===== config.mk =====
export PLATFORM = sky130hd
export DESIGN_NAME = full_subtractor_pipe_flat
export DESIGN_NICKNAME = d
export VERILOG_FILES = /design/src/rtl/full_subtractor_pkg.sv /design/src/rtl/full_subtractor_pipe_if.sv /design/src/rtl/full_subtractor_cell.sv /design/src/rtl/full_subtractor_pipe.sv /design/src/flat_wrapper.sv
export SDC_FILE = /design/constraint.sdc
export NUM_CORES = 1
export LEC_CHECK = 0
export BUFFER_PORTS_ARGS = -buffer_cell sky130_fd_sc_hd__buf_2
export CAP_MARGIN = 20
export CORE_AREA = 2 2 39 41
export CTS_CLUSTER_SIZE = 14
export DETAILED_ROUTE_END_ITERATION = 7
export DIE_AREA = 0 0 41 43
export GPL_TIMING_DRIVEN = 1
export PLACE_DENSITY = 0.3
export SLEW_MARGIN = 0
export SYNTH_ARGS = -nofsm -noshare
export SYNTH_HDL_FRONTEND = slang
export SYNTH_SLANG_ARGS = --single-unit

===== constraint.sdc =====
create_clock -name clk -period 1.11 [get_ports clk]
set_input_delay 0.1665 -clock clk [delete_from_list [all_inputs] [get_ports clk]]
set_output_delay 0.1665 -clock clk [all_outputs]
set_load 0.05 [all_outputs]

===== src/rtl/full_subtractor_pkg.sv =====
// Shared constants and the borrow equation for the registered full subtractor.
package full_subtractor_pkg;

   localparam int FS_MAX_WIDTH = 64;

   // Borrow out of one bit position: a borrow is generated when b > a,
   // and an incoming borrow propagates when a == b.
   function automatic logic fs_borrow(input logic a, input logic b, input logic bin);
      return (~a & b) | (~(a ^ b) & bin);
   endfunction

endpackage


===== src/rtl/full_subtractor_pipe_if.sv =====
// Operand/result bundle for full_subtractor_pipe.
// Optional macro FS_SIGNED_OVF_EN adds the registered signed-overflow flag ovf.
interface full_subtractor_pipe_if #(
   parameter int WIDTH = 1
);
   logic             in_valid;
   logic [WIDTH-1:0] A;
   logic [WIDTH-1:0] B;
   logic             Bin;
   logic             out_valid;
   logic [WIDTH-1:0] Diff;
   logic             Bout;
`ifdef FS_SIGNED_OVF_EN
   logic             ovf;

   modport master (output in_valid, A, B, Bin, input out_valid, Diff, Bout, ovf);
   modport slave  (input in_valid, A, B, Bin, output out_valid, Diff, Bout, ovf);
`else
   modport master (output in_valid, A, B, Bin, input out_valid, Diff, Bout);
   modport slave  (input in_valid, A, B, Bin, output out_valid, Diff, Bout);
`endif
endinterface


===== src/rtl/full_subtractor_cell.sv =====
// Combinational 1-bit full-subtractor cell: d = a - b - bin, bout = borrow out.
module full_subtractor_cell
   import full_subtractor_pkg::*;
(
   input  logic a,
   input  logic b,
   input  logic bin,
   output logic d,
   output logic bout
);

   assign d    = a ^ b ^ bin;
   assign bout = fs_borrow(a, b, bin);

endmodule


===== src/rtl/full_subtractor_pipe.sv =====
// Registered WIDTH-bit full subtractor: Diff = (A - B - Bin) mod 2^WIDTH,
// Bout = borrow out, one cycle of latency, always ready.
// Optional macro FS_SIGNED_OVF_EN registers a two's-complement overflow flag (ovf).
module full_subtractor_pipe
   import full_subtractor_pkg::*;
#(
   parameter int WIDTH = 1
) (
   input  logic                  clk,
   input  logic                  rst_n,
   full_subtractor_pipe_if.slave bus
);

   if (WIDTH < 1 || WIDTH > FS_MAX_WIDTH) begin : g_width_check
      $error("full_subtractor_pipe: WIDTH out of range 1..64");
   end

   logic [WIDTH:0]   bw;
   logic [WIDTH-1:0] diff_c;

   assign bw[0] = bus.Bin;

   for (genvar i = 0; i < WIDTH; i++) begin : g_cell
      full_subtractor_cell u_cell (
         .a    (bus.A[i]),
         .b    (bus.B[i]),
         .bin  (bw[i]),
         .d    (diff_c[i]),
         .bout (bw[i+1])
      );
   end

`ifdef FS_SIGNED_OVF_EN
   logic ovf_c;

   // Overflow only when operand signs differ and the result sign leaves A's sign.
   always_comb begin
      ovf_c = 1'b0;
      if ((bus.A[WIDTH-1] != bus.B[WIDTH-1]) && (diff_c[WIDTH-1] != bus.A[WIDTH-1])) begin
         ovf_c = 1'b1;
      end
   end

   // Overflow flag captured with the result; holds while idle.
   always_ff @(posedge clk) begin
      if (!rst_n) begin
         bus.ovf <= 1'b0;
      end else if (bus.in_valid) begin
         bus.ovf <= ovf_c;
      end
   end
`endif

   // Result register: load on in_valid, hold otherwise; reset discards any in-flight result.
   always_ff @(posedge clk) begin
      if (!rst_n) begin
         bus.out_valid <= 1'b0;
         bus.Diff      <= '0;
         bus.Bout      <= 1'b0;
      end else begin
         bus.out_valid <= bus.in_valid;
         if (bus.in_valid) begin
            bus.Diff <= diff_c;
            bus.Bout <= bw[WIDTH];
         end
      end
   end

endmodule


===== src/flat_wrapper.sv =====
// flat-port wrapper written by rule: the top's interface ports become plain ports
module full_subtractor_pipe_flat import full_subtractor_pkg::*;
#(
   parameter int WIDTH = 1
)
  (clk, rst_n, bus_in_valid, bus_A, bus_B, bus_Bin, bus_out_valid, bus_Diff, bus_Bout);
  full_subtractor_pipe_if #(.WIDTH(WIDTH)) bus_i ();
  input  logic clk;
  input  logic rst_n;
  input wire logic [$bits(bus_i.in_valid)-1:0] bus_in_valid;
  input wire logic [$bits(bus_i.A)-1:0] bus_A;
  input wire logic [$bits(bus_i.B)-1:0] bus_B;
  input wire logic [$bits(bus_i.Bin)-1:0] bus_Bin;
  output wire logic [$bits(bus_i.out_valid)-1:0] bus_out_valid;
  output wire logic [$bits(bus_i.Diff)-1:0] bus_Diff;
  output wire logic [$bits(bus_i.Bout)-1:0] bus_Bout;
  assign bus_i.in_valid = bus_in_valid;
  assign bus_i.A = bus_A;
  assign bus_i.B = bus_B;
  assign bus_i.Bin = bus_Bin;
  assign bus_out_valid = bus_i.out_valid;
  assign bus_Diff = bus_i.Diff;
  assign bus_Bout = bus_i.Bout;
  full_subtractor_pipe #(.WIDTH(WIDTH)) u_core (.clk(clk), .rst_n(rst_n), .bus(bus_i));
endmodule

==> impl_metrics.env, run 1 <==
export IMPL_dr_pass1_iters=2
export IMPL_critPathArrivalTime_ps=810
export IMPL_dp_cells=35
export IMPL_synth_xor_area_frac=0
export IMPL_cts_hold_buf=0
export IMPL_finalSetupTns_ps=0
export IMPL_synth_nets=18
export IMPL_crit_family="flip-flops"
export IMPL_dp_slack_ps=30.07
export IMPL_dieWidth_um=41
export IMPL_synth_warnings=0
export IMPL_fillers=160
export IMPL_clockBufferDepth=2
export IMPL_finalWorstSetupSlack_ps=131.3
export IMPL_multi_input_area_um2=57.56
export IMPL_syn_avg_cell_area_um2=11.37
export IMPL_grt_first_pass_wirelength_um=545
export IMPL_setup_viol=0
export IMPL_portBuffers=8
export IMPL_rsz0062_at_grt="false"
export IMPL_drv_cap=0
export IMPL_num_vias=116
export IMPL_cts_sinks=3
export IMPL_synthMuxAreaShare=0.08000
export IMPL_required_ps=940
export IMPL_die_y_um=43
export IMPL_r2r_start="u_core.bus.Bout"
export IMPL_path_cells="buf_2"
export IMPL_fp_coreArea_mm2=0.001384
export IMPL_hold_viol=0
export IMPL_path_buf_inv=1
export IMPL_antenna_cells=0
export IMPL_htree_levels=1
export IMPL_antenna_found_initial=0
export IMPL_slew_viol_final=0
export IMPL_hold_class="in -> reg"
export IMPL_synth_compound_area_share=0.08000
export IMPL_max_slew_margin=0.8287
export IMPL_grt_max_degree=5
export IMPL_worst_pin_slew_ps=258.7
export IMPL_max_freq_mhz=1022
export IMPL_stdcell_count=39
export IMPL_synth_cells=11
export IMPL_cts_resized=0
export IMPL_netlist_area_um2=125.1
export IMPL_first_iter_violations=1
export IMPL_crit_slowest_cell="dfxtp_1"
export IMPL_drc=0
export IMPL_grt_pass1_vias=146
export IMPL_min_from="rst_n"
export IMPL_clock_skew_ps=0
export IMPL_nets=31
export IMPL_min_period_over_period=0.8818
export IMPL_holdPathEnd="u_core.bus.Diff"
export IMPL_start_util=0.09042
export IMPL_post_cts_buffers=0
export IMPL_r2r_setup_slack_ps=510
export IMPL_worstSetupPathDepth=1
export IMPL_root_buffer="clkbuf_4"
export IMPL_drive_gt1_frac=0.5217
export IMPL_cts_tree="yes"
export IMPL_synthDistinctLibCells=8
export IMPL_numCtsBuffers=3
export IMPL_num_rows=14
export IMPL_critPathKind="reg -> out"
export IMPL_synth_simple_gate_area_frac=0.1400
export IMPL_slowest_delay_ps=310
export IMPL_drtAntennaViolNets=0
export IMPL_io_pins=9
export IMPL_min_path_cells=2
export IMPL_yosys_area_share_adder=0.1600
export IMPL_clk_latency_ps=230
export IMPL_wirelength_um=294
export IMPL_area_delta_synth_final_pct=69.00
export IMPL_dieArea_mm2=0.001763
export IMPL_power_w=0.0003750
export IMPL_status="finished clean"
export IMPL_vdd_ir_drop_worst_uv=278.4
export IMPL_critPathMaxFanout=2
export IMPL_via_per_inst=2.974
export IMPL_synth_seq_cells=3
export IMPL_power_density_mw_per_mm2=1773
export IMPL_synth_top_family_by_area="adder cells"
export IMPL_min_period_ps=978.7
export IMPL_gp_congestion=0.5209
export IMPL_start_kind="flip-flop"
export IMPL_r2r_end="u_core.bus.Bout"
export IMPL_grt_use_total=0.05321
export IMPL_seqCellArea_um2=60.06
export IMPL_grt_remaining_overflow=0
export IMPL_clk_pin_slew_worst_paths_ps=40
export IMPL_p_leak_nw=0.1155
export IMPL_routedWlPerCell_um=7.538
export IMPL_yosysSeqAreaShare=0.4800
export IMPL_worst_setup_path_end_kind="output pin"
export IMPL_rr_worst_depth=1
-- state kept, by name, summed over array words and instances (netlist names) --
register	flops
u_core.bus.Bout	1
u_core.bus.Diff	1
u_core.bus.out_valid	1
-- Yosys cell counts (all sizes together) --
library cell | count | area [um2]
o211a | 1 | 10.01
and2 | 1 | 7.510
fa | 1 | 20.02
nor2b | 1 | 6.260
nand2 | 1 | 3.750
dfxtp | 3 | 60.06
inv | 2 | 7.510
mux2i | 1 | 10.01
-- routing by layer --
metal	GRT usage	vias up	routed length (um)
li1	-	57	-
met1	0.04823	48	107
met2	0.06250	9	98
met3	0.04712	2	81
met4	0.06000	0	6
met5	0	-	0
-- cells by family (layout without fill, tap and decap cells) --
family                   after synthesis  count (layout)
AND/OR/NAND/NOR                        3               3
adder cells (fa/ha/maj)                1               1
multiplexers                           1               1
AO/OA/AOI/OAI                          1               1
buffers and inverters                  2              14
flip-flops                             3               3
-- cells in the final DEF, fill, tap and decap left out --
cell type,n
nor2b_1,1
dfxtp_1,3
clkbuf_1,1
and2_2,1
o211a_1,1
clkbuf_4,3
mux2i_1,1
nand2_1,1
fa_1,1
buf_2,8
inv_1,2
-- per-stage QoR --
step | cell area, um2 | hold WS (ps) | utilization
after floorplan | 125.1 | 294.7 | -
final | 211.5 | 178.3 | 0.1528
after global routing | 211.5 | 213.9 | 0.1528
after CTS | 211.5 | 174.7 | 0.1528
after detailed placement | 185.2 | 421.6 | 0.1338
after global placement | 185.2 | 408.7 | 0.1338
-- final cells by class --
| class | instances | area share |
|---|---|---|
| clock buffer | 4 | 0.1243 |
| timing repair buffer | 8 | 0.1893 |
| inverter | 2 | 0.03550 |
| multi-input combinational | 6 | 0.2722 |
| sequential | 3 | 0.2840 |
| tap | 16 | 0.09467 |
-- worst max-delay path by stage --
stage          slack (ps)               to            start
2_1_floorplan         160  u_core.bus.Diff            bus_B
3_3_place_gp           30  u_core.bus.Diff            bus_B
3_5_place_dp           30  u_core.bus.Diff            bus_B
4_1_cts               110         bus_Bout  u_core.bus.Bout
5_1_grt                90         bus_Bout  u_core.bus.Bout
6_report              130         bus_Bout  u_core.bus.Bout
-- power by group --
group / leakage (nW) / switching (W) / internal, W
clock network: 0.0150 / 0.0000545 / 0.000135
registers: 0.0249 / 0.00000293 / 0.000117
logic: 0.0756 / 0.0000440 / 0.0000224
total: 0.115 / 0.000101 / 0.000274
Note: power is estimated with default switching activity, not from simulation.
==> inputs of run 2 (changes only) <==
Settings changed: CTS_CLUSTER_SIZE 14 to unset.
Clock period 1.11 ns to 1.22 ns, I/O delays scaled along.
==> run 2 against run 1 <==
  * Worst hold slack gained 14 ps
  * Setup slack gained 63 ps
  * Count of clock-buffer cells in the layout is the same
  * Via count grew 2.6%
  * Cell area is the same
  * Non-clock buffer count is the same
  * Critical path depth is the same
  * Core utilization is the same
  * Wire length grew 13%
==> impl_metrics.env, run 2 (same netlist as run 1, synthesis figures left out) <==
export IMPL_drive_gt1_frac=0.5217
export IMPL_worst_pin_slew_ps=250.6
export IMPL_fp_coreArea_mm2=0.001384
export IMPL_path_buf_inv=1
export IMPL_mostFrequentLayoutCells="buf_2, clkbuf_4, dfxtp_1, inv_1"
export IMPL_crit_slowest_cell="dfxtp_1"
export IMPL_routedWlPerCell_um=8.487
export IMPL_grt_max_degree=5
export IMPL_area_delta_synth_final_pct=69.00
export IMPL_grt_pass1_vias=136
export IMPL_vdd_ir_drop_worst_uv=402.8
export IMPL_power_density_mw_per_mm2=1651
export IMPL_cts_sinks=3
export IMPL_cts_resized=0
export IMPL_cts_hold_buf=0
export IMPL_clock_skew_ps=0
export IMPL_min_period_over_period=0.8407
export IMPL_critPathArrivalTime_ps=840
export IMPL_switching_power_w=0.00009991
export IMPL_nets=31
export IMPL_path_cells="buf_2"
export IMPL_antenna_cells=0
export IMPL_drv_cap=0
export IMPL_htree_levels=1
export IMPL_dp_cells=35
export IMPL_io_pins=9
export IMPL_antenna_found_initial=0
export IMPL_hold_viol=0
export IMPL_slew_viol_final=0
export IMPL_rsz0062_at_grt="false"
export IMPL_largestRegisters="u_core.bus.Bout x1, u_core.bus.Diff x1, u_core.bus.out_valid x1"
export IMPL_portBuffers=8
export IMPL_grt_remaining_overflow=0
export IMPL_min_period_ps=1026
export IMPL_critPathKind="reg -> out"
export IMPL_cts_tree="yes"
export IMPL_max_slew_margin=0.8341
export IMPL_max_freq_mhz=974.9
export IMPL_wirelength_um=331
export IMPL_first_iter_violations=2
export IMPL_clk_pin_slew_worst_paths_ps=40
export IMPL_p_seq_frac=0.313
export IMPL_final_core_util=0.1528
export IMPL_num_rows=14
export IMPL_hold_class="in -> reg"
export IMPL_p_comb_frac=0.174
export IMPL_dieWidth_um=41
export IMPL_dieArea_mm2=0.001763
export IMPL_critPathMaxFanout=2
export IMPL_start_kind="flip-flop"
export IMPL_p_int_w=0.0002493
export IMPL_required_ps=1040
export IMPL_num_vias=119
export IMPL_layout_cells_most_common="buf_2"
export IMPL_clockBufferDepth=2
export IMPL_drtAntennaViolNets=0
export IMPL_setup_viol=0
export IMPL_gp_congestion=0.5195
export IMPL_power_frac_clock=0.513
export IMPL_finalSetupTns_ps=0
export IMPL_dr_pass1_iters=2
export IMPL_via_per_inst=3.051
export IMPL_crit_family="flip-flops"
export IMPL_drc=0
export IMPL_switching_share=0.2861
export IMPL_grt_use_total=0.06024
export IMPL_status="finished clean"
export IMPL_stdcell_count=39
export IMPL_slowest_delay_ps=340
export IMPL_p_leak_nw=0.1155
export IMPL_grt_first_pass_wirelength_um=572
export IMPL_root_buffer="clkbuf_4"
export IMPL_die_y_um=43
export IMPL_worst_setup_path_end_kind="output pin"
export IMPL_start_util=0.09042
export IMPL_post_cts_buffers=0
export IMPL_clk_latency_ps=240
export IMPL_numCtsBuffers=3
## run 2: power by group through the flow
stage / logic, W / registers [W] / clock network, W
3_5_place_dp: 0.0000614 / 0.000111 / 0
2_1_floorplan: 0.0000146 / 0.000136 / 0
6_report: 0.0000607 / 0.000109 / 0.000179
3_3_place_gp: 0.0000599 / 0.000110 / 0
5_1_grt: 0.0000689 / 0.000110 / 0.000201
4_1_cts: 0.0000615 / 0.000109 / 0.000190
## run 2: cell type report
type	count	area, um2
tap	16	20.02
sequential	3	60.06
timing repair buffer	8	40.04
clock buffer	4	26.28
inverter	2	7.507
fill	150	1172
multi-input combinational	6	57.56
## run 2: stage by stage
| stage | instance area (um2) | power [W] | hold WS [ps] | setup slack [ps] |
|---|---|---|---|---|
| after floorplan | 125.1 | 0.0001507 | 311.2 | 250.2 |
| after global placement | 185.2 | 0.0001703 | 424.8 | 128.3 |
| after detailed placement | 185.2 | 0.0001725 | 430.3 | 103.2 |
| after CTS | 211.5 | 0.0003612 | 182.6 | 177.6 |
| after global routing | 211.5 | 0.0003798 | 191.6 | 150.8 |
| final | 211.5 | 0.0003492 | 192.6 | 194.3 |
## run 2: worst paths after layout
path / from / to / slack, ps / cells past startpoint
setup / recovery: u_core.bus.Bout / bus_Bout / 190 / 1
hold / removal: rst_n / u_core.bus.Diff / 190 / 2
setup reg to reg: u_core.bus.Bout / u_core.bus.Bout / 600 / 1
hold reg to reg: u_core.bus.Bout / u_core.bus.Bout / 500 / 1
## run 2: routing by layer
| layer | wire, um | share of wire | GRT usage |
|---|---|---|---|
| met1 | 155 | 0.47 | 0.05145 |
| met2 | 105 | 0.32 | 0.06250 |
| met3 | 63 | 0.19 | 0.06283 |
| met4 | 6 | 0.018 | 0.08000 |
| met5 | 0 | 0 | 0 |
==> inputs of run 3 (changes only) <==
Settings changed: ABC_AREA set to 1.
Clock period 1.22 ns to 0.9 ns, I/O delays scaled along.
==> run 3 against run 2 <==
  * Sequential power up 37%
  * First-iteration DRC count down 50%
  * Via count up 10%
==> impl_metrics.env, run 3 <==
export IMPL_status="finished clean"
export IMPL_cts_tree="yes"
export IMPL_grt_use_total=0.04618
export IMPL_path_buf_inv=1
export IMPL_wirelength_um=283
export IMPL_min_from="rst_n"
export IMPL_worst_setup_path_end_kind="output pin"
export IMPL_synth_seq_cells=3
export IMPL_start_kind="flip-flop"
export IMPL_multi_input_area_um2=48.80
export IMPL_num_rows=14
export IMPL_worst_pin_slew_ps=127.0
export IMPL_grt_remaining_overflow=0
export IMPL_synth_xor_area_frac=0
export IMPL_final_cell_area_um2=226.5
export IMPL_synth_top_cell_by_area="dfxtp_1"
export IMPL_synth_warnings=0
export IMPL_p_leak_nw=0.1287
export IMPL_drive_gt1_frac=0.4286
export IMPL_yosys_top_cells_area="dfxtp_1, fa_1, inv_1"
export IMPL_numCtsBuffers=3
export IMPL_clk_latency_ps=230
export IMPL_critPathMaxFanout=2
export IMPL_slowest_delay_ps=340
export IMPL_required_ps=760
export IMPL_synth_top_family_by_area="adder cells"
export IMPL_first_iter_violations=1
export IMPL_clockBufferDepth=2
export IMPL_cts_sinks=3
export IMPL_hold_viol=0
export IMPL_max_freq_mhz=1147
export IMPL_grt_max_degree=6
export IMPL_yosys_area_share_adder=0.1569
export IMPL_antenna_found_initial=0
export IMPL_power_density_mw_per_mm2=2085
export IMPL_fillers=168
export IMPL_gp_congestion=0.5862
export IMPL_hold_class="in -> reg"
export IMPL_routedWlPerCell_um=6.432
export IMPL_post_cts_buffers=0
export IMPL_vdd_ir_drop_worst_uv=598.0
export IMPL_portBuffers=8
export IMPL_largestRegisters="u_core.bus.Bout x1, u_core.bus.Diff x1, u_core.bus.out_valid x1"
export IMPL_nets=36
export IMPL_htree_levels=1
export IMPL_clk_pin_slew_worst_paths_ps=40
export IMPL_mostFrequentLayoutCells="inv_1, buf_2, nor2_1, clkbuf_4"
export IMPL_synth_most_common_cell="inv_1"
export IMPL_fp_coreArea_mm2=0.001384
export IMPL_ys_flop_type="dfxtp_1"
export IMPL_root_buffer="clkbuf_4"
export IMPL_antenna_cells=0
export IMPL_dieWidth_um=41
export IMPL_placed_cell_area_um2=188.9
export IMPL_finalWorstSetupSlack_ps=28.06
export IMPL_synthDistinctLibCells=7
export IMPL_netlist_area_um2=127.6
export IMPL_netlist_top_cells_count="inv_1, dfxtp_1, nor2_1, nand2_1"
export IMPL_synth_simple_gate_area_frac=0.1471
export IMPL_synthArstFlopShare=0
export IMPL_critPathKind="reg -> out"
export IMPL_rsz0062_at_grt="false"
export IMPL_synth_cells=16
export IMPL_dieArea_mm2=0.001763
export IMPL_min_period_ps=871.9
export IMPL_min_period_over_period=0.9688
export IMPL_grt_first_pass_wirelength_um=483
export IMPL_synth_edf_count=0
export IMPL_area_delta_synth_final_pct=77.45
export IMPL_crit_family="flip-flops"
export IMPL_max_slew_margin=0.9144
export IMPL_path_cells="buf_6"
export IMPL_syn_avg_cell_area_um2=7.976
export IMPL_crit_start="u_core.bus.Bout"
export IMPL_setup_viol=0
export IMPL_yosysSeqAreaShare=0.4706
export IMPL_min_path_cells=3
export IMPL_drv_cap=0
export IMPL_synthMuxAreaShare=0
export IMPL_grt_pass1_vias=144
export IMPL_synth_nets=23
export IMPL_synth_compound_area_share=0.07843
export IMPL_start_util=0.09222
export IMPL_clock_skew_ps=0
export IMPL_seqCellArea_um2=61.31
export IMPL_crit_slowest_cell="dfxtp_1"
export IMPL_die_y_um=43
export IMPL_slew_viol_final=0
export IMPL_timing_hold_ws_ps=115.3
export IMPL_dr_pass1_iters=2
export IMPL_drc=0
export IMPL_critPathArrivalTime_ps=740
export IMPL_r2r_start="u_core.bus.Diff"
export IMPL_worstSetupPathDepth=1
export IMPL_drtAntennaViolNets=0
export IMPL_io_pins=9
export IMPL_synth_top_area_frac=0.4706
export IMPL_via_per_inst=2.977
export IMPL_num_vias=131
export IMPL_dp_slack_ps=-112.6
export IMPL_rr_worst_depth=2
-- run 3: changes by cell type in the layout (fill, tap and decap cells not counted), moves of 2 or more --
| cell | delta |
|---|---|
| buf_2 | -3 |
| inv_1 | +3 |
| nor2_1 | +3 |
| buf_4 | +2 |
-- run 3: worst paths after layout --
path / end / slack (ps)
min: u_core.bus.out_valid / 120
max reg2reg: u_core.bus.Diff / 290
min reg2reg: u_core.bus.Diff / 500
max: bus_Bout / 30
-- run 3: area by class of cell --
type	count	area share
Clock buffer	4	0.1160
Multi-Input combinational cell	8	0.2155
Inverter	5	0.08287
Timing Repair Buffer	8	0.2265
Sequential cell	3	0.2707
Tap cell	16	0.08840
-- run 3: kinds of logic after synthesis --
family / after synthesis
buffers and inverters: 5
flip-flops: 3
AND/OR/NAND/NOR: 5
AO/OA/AOI/OAI: 2
adder cells (fa/ha/maj): 1
-- run 3: where the power goes --
group	leakage, nW	total (W)	switching, W	internal (W)
Combinational	0.0885	0.0000868	0.0000554	0.0000314
Clock	0.0150	0.000236	0.0000700	0.000166
Sequential	0.0253	0.000149	0.00000466	0.000144
-- run 3: repair_timing --
action | 4_1_cts | 5_1_grt
hold buffers | 0 | 0
resized for setup | 4 | 0
setup endpoints to repair | 3 | 0
-- run 3: layer usage --
metal	track usage	vias up	wire length (um)
li1	-	69	-
met1	0.02894	59	100
met2	0.06875	3	173
met3	0.06283	0	9
met4	0.02000	0	0
met5	0	-	0
-- run 3: metrics by stage --
step | setup TNS, ps | util | total power, W | instances
2_1_floorplan | 0 | - | 0.0002035 | 16
3_3_place_gp | -129.7 | 0.1365 | 0.0002303 | 40
3_5_place_dp | -140.3 | 0.1365 | 0.0002308 | 40
4_1_cts | 0 | 0.1637 | 0.0004914 | 44
5_1_grt | 0 | 0.1637 | 0.0005079 | 44
6_report | 0 | 0.1637 | 0.0004721 | 44
-- run 3: worst reg2reg max path, delay by kind of cell (launching register included) --
| kind | cells | cell delay [ps] |
|---|---|---|
| AO/OA/AOI/OAI | 1 | 140 |
| flip-flops | 1 | 310 |
| AND/OR/NAND/NOR | 1 | 50 |
